--- config.mk ---
export PLATFORM = sky130hd
export DESIGN_NAME = ecc_port_responder_flat
export DESIGN_NICKNAME = d
export VERILOG_FILES = /design/src/rtl/ecc_port_responder_if.sv /design/src/rtl/ecc_port_responder.sv /design/src/flat_wrapper.sv
export SDC_FILE = /design/constraint.sdc
export NUM_CORES = 1
export LEC_CHECK = 0
export ABC_AREA = 0
export CAP_MARGIN = 20
export CELL_PAD_IN_SITES_DETAIL_PLACEMENT = 1
export CELL_PAD_IN_SITES_GLOBAL_PLACEMENT = 1
export CORE_AREA = 2 2 113 115
export DETAILED_ROUTE_END_ITERATION = 6
export DIE_AREA = 0 0 115 117
export PLACE_DENSITY_LB_ADDON = 0.1
export SYNTH_ARGS = -nofsm -noshare
export SYNTH_HDL_FRONTEND = slang
export SYNTH_SLANG_ARGS = --single-unit
--- constraint.sdc ---
create_clock -name input_clk -period 1.9 [get_ports input_clk]
set_input_delay 0.38 -clock input_clk [delete_from_list [all_inputs] [get_ports input_clk]]
set_output_delay 0.38 -clock input_clk [all_outputs]
set_load 0.005 [all_outputs]
--- src/rtl/ecc_port_responder_if.sv ---
// Request/response and bank-side signals of the ECC port responder.
// The slave modport is the responder. The master modport is the initiator, which also plays the bank.
interface ecc_port_responder_if #(
  parameter int D_W = 8,
  parameter int A_W = 6,
  parameter int R_W = 12
);
  logic           input_en;
  logic           input_we;
  logic [A_W-1:0] input_Add;
  logic [D_W-1:0] input_Din;
  logic [D_W-1:0] final_Dout;
  logic           dout_valid;
  logic           err_corr;
  logic           err_uncorr;
  logic           ram_we;
  logic [A_W-1:0] ram_waddr;
  logic [R_W-1:0] ram_wdata;
  logic           ram_re;
  logic [A_W-1:0] ram_raddr;
  logic [R_W-1:0] ram_rdata;

  // Handshake: a request is taken at every rising edge with input_en=1 (no backpressure,
  // no ready). dout_valid is a one-cycle pulse, and err_corr/err_uncorr are only ever
  // high together with it. ram_rdata answers the ram_re cycle one cycle later.
  modport slave (
    input  input_en, input_we, input_Add, input_Din, ram_rdata,
    output final_Dout, dout_valid, err_corr, err_uncorr,
    output ram_we, ram_waddr, ram_wdata, ram_re, ram_raddr
  );

  modport master (
    output input_en, input_we, input_Add, input_Din, ram_rdata,
    input  final_Dout, dout_valid, err_corr, err_uncorr,
    input  ram_we, ram_waddr, ram_wdata, ram_re, ram_raddr
  );
endinterface

--- src/rtl/ecc_port_responder.sv ---
// Single-port responder that Hamming(12,8)-protects a 1R1W bank. Writes commit at acc+WL.
// Reads return the corrected data, or forwarded in-flight write data, at acc+RL.
module ecc_port_responder #(
  parameter int D_W = 8,
  parameter int A_W = 6,
  parameter int R_W = 12,
  parameter int WL  = 3,
  parameter int RL  = 3
) (
  input  logic                 input_clk,
  input  logic                 input_rst_n,
  ecc_port_responder_if.slave  bus
);

  // Codeword bit p-1 holds Hamming position p. Parity sits at positions 1, 2, 4 and 8 (even parity).
  function automatic logic [R_W-1:0] f_encode(input logic [D_W-1:0] d);
    logic [R_W-1:0] c;
    c     = '0;
    c[2]  = d[0];
    c[4]  = d[1];
    c[5]  = d[2];
    c[6]  = d[3];
    c[8]  = d[4];
    c[9]  = d[5];
    c[10] = d[6];
    c[11] = d[7];
    c[0]  = c[2] ^ c[4] ^ c[6] ^ c[8] ^ c[10];
    c[1]  = c[2] ^ c[5] ^ c[6] ^ c[9] ^ c[10];
    c[3]  = c[4] ^ c[5] ^ c[6] ^ c[11];
    c[7]  = c[8] ^ c[9] ^ c[10] ^ c[11];
    return c;
  endfunction

  logic           w_wr_acc;
  logic           w_rd_acc;
  logic [R_W-1:0] w_enc;

  assign w_wr_acc = bus.input_en & bus.input_we;
  assign w_rd_acc = bus.input_en & ~bus.input_we;
  assign w_enc    = f_encode(bus.input_Din);

  // Write pipe: stage k holds the write accepted k+1 edges ago; the last stage drives the bank.
  logic           r_wv [WL];
  logic [A_W-1:0] r_wa [WL];
  logic [D_W-1:0] r_wd [WL];
  logic [R_W-1:0] r_wc [WL];

  always_ff @(posedge input_clk or negedge input_rst_n) begin
    if (!input_rst_n) begin
      for (int k = 0; k < WL; k++) begin
        r_wv[k] <= 1'b0;
        r_wa[k] <= '0;
        r_wd[k] <= '0;
        r_wc[k] <= '0;
      end
    end else begin
      r_wv[0] <= w_wr_acc;
      r_wa[0] <= w_wr_acc ? bus.input_Add : '0;
      r_wd[0] <= w_wr_acc ? bus.input_Din : '0;
      r_wc[0] <= w_wr_acc ? w_enc : '0;
      for (int k = 1; k < WL; k++) begin
        r_wv[k] <= r_wv[k-1];
        r_wa[k] <= r_wa[k-1];
        r_wd[k] <= r_wd[k-1];
        r_wc[k] <= r_wc[k-1];
      end
    end
  end

  assign bus.ram_we    = r_wv[WL-1];
  assign bus.ram_waddr = r_wa[WL-1];
  assign bus.ram_wdata = r_wc[WL-1];

  // The last stage commits on the read's own acceptance edge, so only stages 0..WL-2 forward.
  // The loop runs oldest to youngest, so the youngest matching write wins.
  logic           w_fwd_hit;
  logic [D_W-1:0] w_fwd_data;

  always_comb begin
    w_fwd_hit  = 1'b0;
    w_fwd_data = '0;
    for (int k = WL - 2; k >= 0; k--) begin
      if (r_wv[k] && (r_wa[k] == bus.input_Add)) begin
        w_fwd_hit  = 1'b1;
        w_fwd_data = r_wd[k];
      end
    end
  end

  logic           r_re;
  logic [A_W-1:0] r_ra;
  logic           r_rfh0;
  logic [D_W-1:0] r_rfd0;
  logic           r_rv1;
  logic           r_rfh1;
  logic [D_W-1:0] r_rfd1;

  always_ff @(posedge input_clk or negedge input_rst_n) begin
    if (!input_rst_n) begin
      r_re   <= 1'b0;
      r_ra   <= '0;
      r_rfh0 <= 1'b0;
      r_rfd0 <= '0;
      r_rv1  <= 1'b0;
      r_rfh1 <= 1'b0;
      r_rfd1 <= '0;
    end else begin
      r_re   <= w_rd_acc;
      r_ra   <= w_rd_acc ? bus.input_Add : '0;
      r_rfh0 <= w_rd_acc & w_fwd_hit;
      r_rfd0 <= w_rd_acc ? w_fwd_data : '0;
      r_rv1  <= r_re;
      r_rfh1 <= r_rfh0;
      r_rfd1 <= r_rfd0;
    end
  end

  assign bus.ram_re    = r_re;
  assign bus.ram_raddr = r_ra;

  logic [3:0]     w_syn;
  logic           w_flip;
  logic           w_bad;
  logic [D_W-1:0] w_raw;
  logic [D_W-1:0] w_dmask;
  logic           w_res_v;
  logic [D_W-1:0] w_res_d;
  logic           w_res_c;
  logic           w_res_u;

  always_comb begin
    w_syn = '0;
    for (int p = 1; p <= R_W; p++) begin
      if (bus.ram_rdata[p-1]) w_syn = w_syn ^ 4'(p);
    end
    w_flip = (w_syn != 4'd0) && (w_syn <= 4'd12);
    w_bad  = (w_syn > 4'd12);
    w_raw  = {bus.ram_rdata[11], bus.ram_rdata[10], bus.ram_rdata[9], bus.ram_rdata[8],
              bus.ram_rdata[6], bus.ram_rdata[5], bus.ram_rdata[4], bus.ram_rdata[2]};
    // A syndrome of 1, 2, 4 or 8 names a parity bit, so the data bits need no change.
    case (w_syn)
      4'd3:    w_dmask = 8'h01;
      4'd5:    w_dmask = 8'h02;
      4'd6:    w_dmask = 8'h04;
      4'd7:    w_dmask = 8'h08;
      4'd9:    w_dmask = 8'h10;
      4'd10:   w_dmask = 8'h20;
      4'd11:   w_dmask = 8'h40;
      4'd12:   w_dmask = 8'h80;
      default: w_dmask = 8'h00;
    endcase
    w_res_v = r_rv1;
    w_res_d = r_rfh1 ? r_rfd1 : (w_raw ^ w_dmask);
    w_res_c = r_rv1 & ~r_rfh1 & w_flip;
    w_res_u = r_rv1 & ~r_rfh1 & w_bad;
  end

  // Result pipe: stage 1 loads at acc+2 and stage RL-1 is the output register (acc+RL).
  // Data moves only with a valid result, so the output holds between pulses.
  logic           r_pv [1:RL-1];
  logic           r_pc [1:RL-1];
  logic           r_pu [1:RL-1];
  logic [D_W-1:0] r_pd [1:RL-1];

  always_ff @(posedge input_clk or negedge input_rst_n) begin
    if (!input_rst_n) begin
      for (int j = 1; j < RL; j++) begin
        r_pv[j] <= 1'b0;
        r_pc[j] <= 1'b0;
        r_pu[j] <= 1'b0;
        r_pd[j] <= '0;
      end
    end else begin
      r_pv[1] <= w_res_v;
      r_pc[1] <= w_res_c;
      r_pu[1] <= w_res_u;
      if (w_res_v) r_pd[1] <= w_res_d;
      for (int j = 2; j < RL; j++) begin
        r_pv[j] <= r_pv[j-1];
        r_pc[j] <= r_pc[j-1];
        r_pu[j] <= r_pu[j-1];
        if (r_pv[j-1]) r_pd[j] <= r_pd[j-1];
      end
    end
  end

  assign bus.final_Dout = r_pd[RL-1];
  assign bus.dout_valid = r_pv[RL-1];
  assign bus.err_corr   = r_pc[RL-1];
  assign bus.err_uncorr = r_pu[RL-1];

endmodule

--- src/flat_wrapper.sv ---
// flat-port wrapper written by rule: the top's interface ports become plain ports
module ecc_port_responder_flat 
#(
  parameter int D_W = 8,
  parameter int A_W = 6,
  parameter int R_W = 12,
  parameter int WL  = 3,
  parameter int RL  = 3
)
  (input_clk, input_rst_n, bus_input_en, bus_input_we, bus_input_Add, bus_input_Din, bus_ram_rdata, bus_final_Dout, bus_dout_valid, bus_err_corr, bus_err_uncorr, bus_ram_we, bus_ram_waddr, bus_ram_wdata, bus_ram_re, bus_ram_raddr);
  ecc_port_responder_if #(.D_W(D_W), .A_W(A_W), .R_W(R_W)) bus_i ();
  input  logic input_clk;
  input  logic input_rst_n;
  input wire logic [$bits(bus_i.input_en)-1:0] bus_input_en;
  input wire logic [$bits(bus_i.input_we)-1:0] bus_input_we;
  input wire logic [$bits(bus_i.input_Add)-1:0] bus_input_Add;
  input wire logic [$bits(bus_i.input_Din)-1:0] bus_input_Din;
  input wire logic [$bits(bus_i.ram_rdata)-1:0] bus_ram_rdata;
  output wire logic [$bits(bus_i.final_Dout)-1:0] bus_final_Dout;
  output wire logic [$bits(bus_i.dout_valid)-1:0] bus_dout_valid;
  output wire logic [$bits(bus_i.err_corr)-1:0] bus_err_corr;
  output wire logic [$bits(bus_i.err_uncorr)-1:0] bus_err_uncorr;
  output wire logic [$bits(bus_i.ram_we)-1:0] bus_ram_we;
  output wire logic [$bits(bus_i.ram_waddr)-1:0] bus_ram_waddr;
  output wire logic [$bits(bus_i.ram_wdata)-1:0] bus_ram_wdata;
  output wire logic [$bits(bus_i.ram_re)-1:0] bus_ram_re;
  output wire logic [$bits(bus_i.ram_raddr)-1:0] bus_ram_raddr;
  assign bus_i.input_en = bus_input_en;
  assign bus_i.input_we = bus_input_we;
  assign bus_i.input_Add = bus_input_Add;
  assign bus_i.input_Din = bus_input_Din;
  assign bus_i.ram_rdata = bus_ram_rdata;
  assign bus_final_Dout = bus_i.final_Dout;
  assign bus_dout_valid = bus_i.dout_valid;
  assign bus_err_corr = bus_i.err_corr;
  assign bus_err_uncorr = bus_i.err_uncorr;
  assign bus_ram_we = bus_i.ram_we;
  assign bus_ram_waddr = bus_i.ram_waddr;
  assign bus_ram_wdata = bus_i.ram_wdata;
  assign bus_ram_re = bus_i.ram_re;
  assign bus_ram_raddr = bus_i.ram_raddr;
  ecc_port_responder #(.D_W(D_W), .A_W(A_W), .R_W(R_W), .WL(WL), .RL(RL)) u_core (.input_clk(input_clk), .input_rst_n(input_rst_n), .bus(bus_i));
endmodule
==> impl_metrics.env <==
export IMPL_rr_worst_depth=5
export IMPL_final_hold_violation_count=6
export IMPL_finalCritPeriodShare_pct=94.3
export IMPL_rsz0062_at_grt="no"
export IMPL_final_common_cell="dfrtp_1"
export IMPL_place_inst=529
export IMPL_ctsHoldBuffers=0
export IMPL_synth_cell_types=40
export IMPL_h_tree_depth=3
export IMPL_totalWireLength_mm=8.21
export IMPL_start_kind="primary input"
export IMPL_cp_cell_sequence="clkdlybuf4s50_1, xor2_1, or4_1, nand3_1, a21oi_1"
export IMPL_initial_core_util_pct=33.8
export IMPL_antenna_found_initial=0
export IMPL_r2r_start="u_core.r_wa[12]"
export IMPL_synth_area_leaders="dfrtp_1 (63%), buf_4 (4.7%), xnor2_1 (4.0%)"
export IMPL_worstSkewPairLatency_ns=0.34
export IMPL_arrival_ns=2.01
export IMPL_endpoint_kind="flop"
export IMPL_drive_gt1_share_pct=22.2
export IMPL_synth_edff_count=0
export IMPL_cts_tree="yes"
export IMPL_grt_max_degree=36
export IMPL_status="complete, but fails checks"
export IMPL_syn_cell_area_mm2=0.00416
export IMPL_ys_flop_type="dfrtp_1"
export IMPL_clock_root_buffer="clkbuf_16"
export IMPL_r2r_end="u_core.r_rfd0[0]"
export IMPL_skew_ns=0.00697
export IMPL_max_stage_delay_ns=0.65
export IMPL_async_flop_share_pct=100
export IMPL_ir_drop_mv=0.369
export IMPL_dieArea_mm2=0.0135
export IMPL_synthSimpleGateAreaFrac_pct=14.9
export IMPL_detail_route_antenna_nets=0
export IMPL_num_rows=41
export IMPL_hp_class="primary input to asynchronous set/reset pin"
export IMPL_path_max_fanout=8
export IMPL_r2r_slack_ns=0.26
export IMPL_design_area_mm2=0.00549
export IMPL_tightest_slew_ns=0.497
export IMPL_power_density_mw_per_mm2=962
export IMPL_worst_slack_ns=0.109
export IMPL_p_leak_nw=2.58
export IMPL_vias=2505
export IMPL_ys_warnings_count=0
export IMPL_dr_pass1_iters=3
export IMPL_synth_compound_area_share_pct=2.43
export IMPL_holdWs_ns=-0.00467
export IMPL_postSynthAreaPerCell_um2=13.1
export IMPL_preCtsSetupSlack_ns=-0.651
export IMPL_syn_nets=347
export IMPL_clkSinkCount=105
export IMPL_dpl_hpwl_mm=5.96
export IMPL_ys_seq_elements=105
export IMPL_finalPower_mw=5.28
export IMPL_finalSetupViolCount=0
export IMPL_track_usage_pct=13.5
export IMPL_gr_total_overflow=0
export IMPL_syn_instance_count=317
export IMPL_drc_errors=0
export IMPL_synth_mux_area_fraction_pct=3.16
export IMPL_area_delta_synth_final_pct=31.8
export IMPL_clockBufferDepth=2
export IMPL_period_needed_ns=1.79
export IMPL_io_buffers=66
export IMPL_synth_top_family_by_area="simple AND/OR/NAND/NOR gates"
export IMPL_fin_util_pct=44.6
export IMPL_final_net_count=430
export IMPL_clk_pin_slew_ns=0.07
export IMPL_ioPinCount=67
export IMPL_vias_per_cell=4.51
export IMPL_setup_tns_ns=0
export IMPL_crit_slowest_cell="or4_1"
export IMPL_grt_pass1_wl_mm=13.7
export IMPL_synthXorXnorAreaFrac_pct=10.1
export IMPL_relSlewSlack_pct=66.9
export IMPL_core_mm2=0.0123
export IMPL_path_class="primary input to flop"
export IMPL_max_cap_viol_count=0
export IMPL_seq_area_frac_synth_pct=63.1
export IMPL_drv_slew=0
export IMPL_drt_initial_drc_count=41
export IMPL_violations="negative hold slack"
export IMPL_die_h_um=117
export IMPL_timing_fmax_mhz=558
export IMPL_n_antenna_cell=0
export IMPL_final_cell_mix="dfrtp_1 (105), clkdlybuf4s50_1 (53), buf_4 (32)"
export IMPL_cp_required_ns=2.12
export IMPL_synth_top_cell_area_share_pct=63.1
export IMPL_numCtsBuffers=9
export IMPL_routedWlPerCell_um=14.8
export IMPL_synth_top_area_cell="dfrtp_1"
export IMPL_place_area_mm2=0.00508
export IMPL_die_x_um=115
export IMPL_final_cells=555
export IMPL_grt_pass1_vias=2676
export IMPL_synth_adder_area_share_pct=0
export IMPL_gp_congestion=0.761
[where the power goes]
group	switching, mW	internal [mW]
logic	0.397	0.573
registers	0.0738	2.39
clock network	0.787	1.06
total	1.26	4.02
[repair_timing]
| item | CTS | global route |
|---|---|---|
| resized for setup | 27 | 18 |
| setup buffers | 9 | 1 |
| endpoints found under the setup margin | 9 | 16 |
| pin swaps | 15 | 17 |
[synth_stat cells, types with 2 or more instances]
cell and count:
nor3_1 4, and4_1 2, dfrtp_1 105, and2_1 6, mux2i_1 3, and3_1 14
nand3_1 17, xnor3_2 3, nand3b_1 2, buf_4 26, a21oi_1 9, dlygate4sd1_1 2
or3_1 4, xnor2_2 2, xor2_1 11, inv_1 6, nand2_1 16, nand2b_1 8
nor4_1 3, nor4b_2 2, nor2b_1 2, and4b_1 3, clkbuf_1 7, mux2_2 9
nor2_1 9, nand4_1 5, a311o_1 2, xnor2_1 19, o21ai_0 5
[state kept, by name, summed over array words and instances (netlist names), 8 cells and up]
signal                 cells
u_core.r_rfd1              8
u_core.r_rfd0              8
u_core.bus.ram_wdata      12
u_core.bus.final_Dout      8
u_core.r_wd               14
u_core.r_wc               10
u_core.r_wa               12
u_core.r_pd                8
[critical path, delay by kind of cell]
| kind | cells | cell delay, ns |
|---|---|---|
| xor gates and xnor gates | 1 | 0.22 |
| AOI/OAI and AO/OA | 1 | 0.09 |
| and+or+nand+nor | 2 | 0.80 |
| buffers and inverters | 1 | 0.52 |
[per-layer routing]
metal	GRT usage, %	share of wire (%)
met5	0	0
met4	5.30	1.8
met3	3.55	4.3
met2	22.9	51
met1	16.6	43
[worst max-delay path by stage]
stage	cells past startpoint	endpoint	slack, ns	start
after floorplan	5	u_core.r_pd[9]	-0.02	bus_ram_rdata[2]
after detailed placement	6	u_core.r_pd[13]	-0.65	bus_ram_rdata[10]
final	5	u_core.r_rfd0[0]	0.11	bus_input_Add[5]
after global routing	7	u_core.r_pd[12]	0.004	bus_ram_rdata[3]
after global placement	7	u_core.r_pd[9]	-0.60	bus_ram_rdata[5]
after CTS	7	u_core.r_pd[13]	0.0005	bus_ram_rdata[11]
[area by class of cell]
cell class | instances | area (um^2)
multi-input combinational | 170 | 1350
clock inverter | 4 | 52.6
tap | 150 | 188
sequential | 105 | 2630
fill | 1302 | 6820
inverter | 7 | 26.3
clock buffer | 12 | 246
timing repair buffer | 107 | 1000
[cells by family after synthesis]
family                 after synthesis
AO/OA/AOI/OAI                       18
multiplexers                        12
XOR/XNOR                            37
AND/OR/NAND/NOR                    103
flip-flops                         105
buffers and inverters               42
No activity file was read; power rests on OpenSTA's default activity.
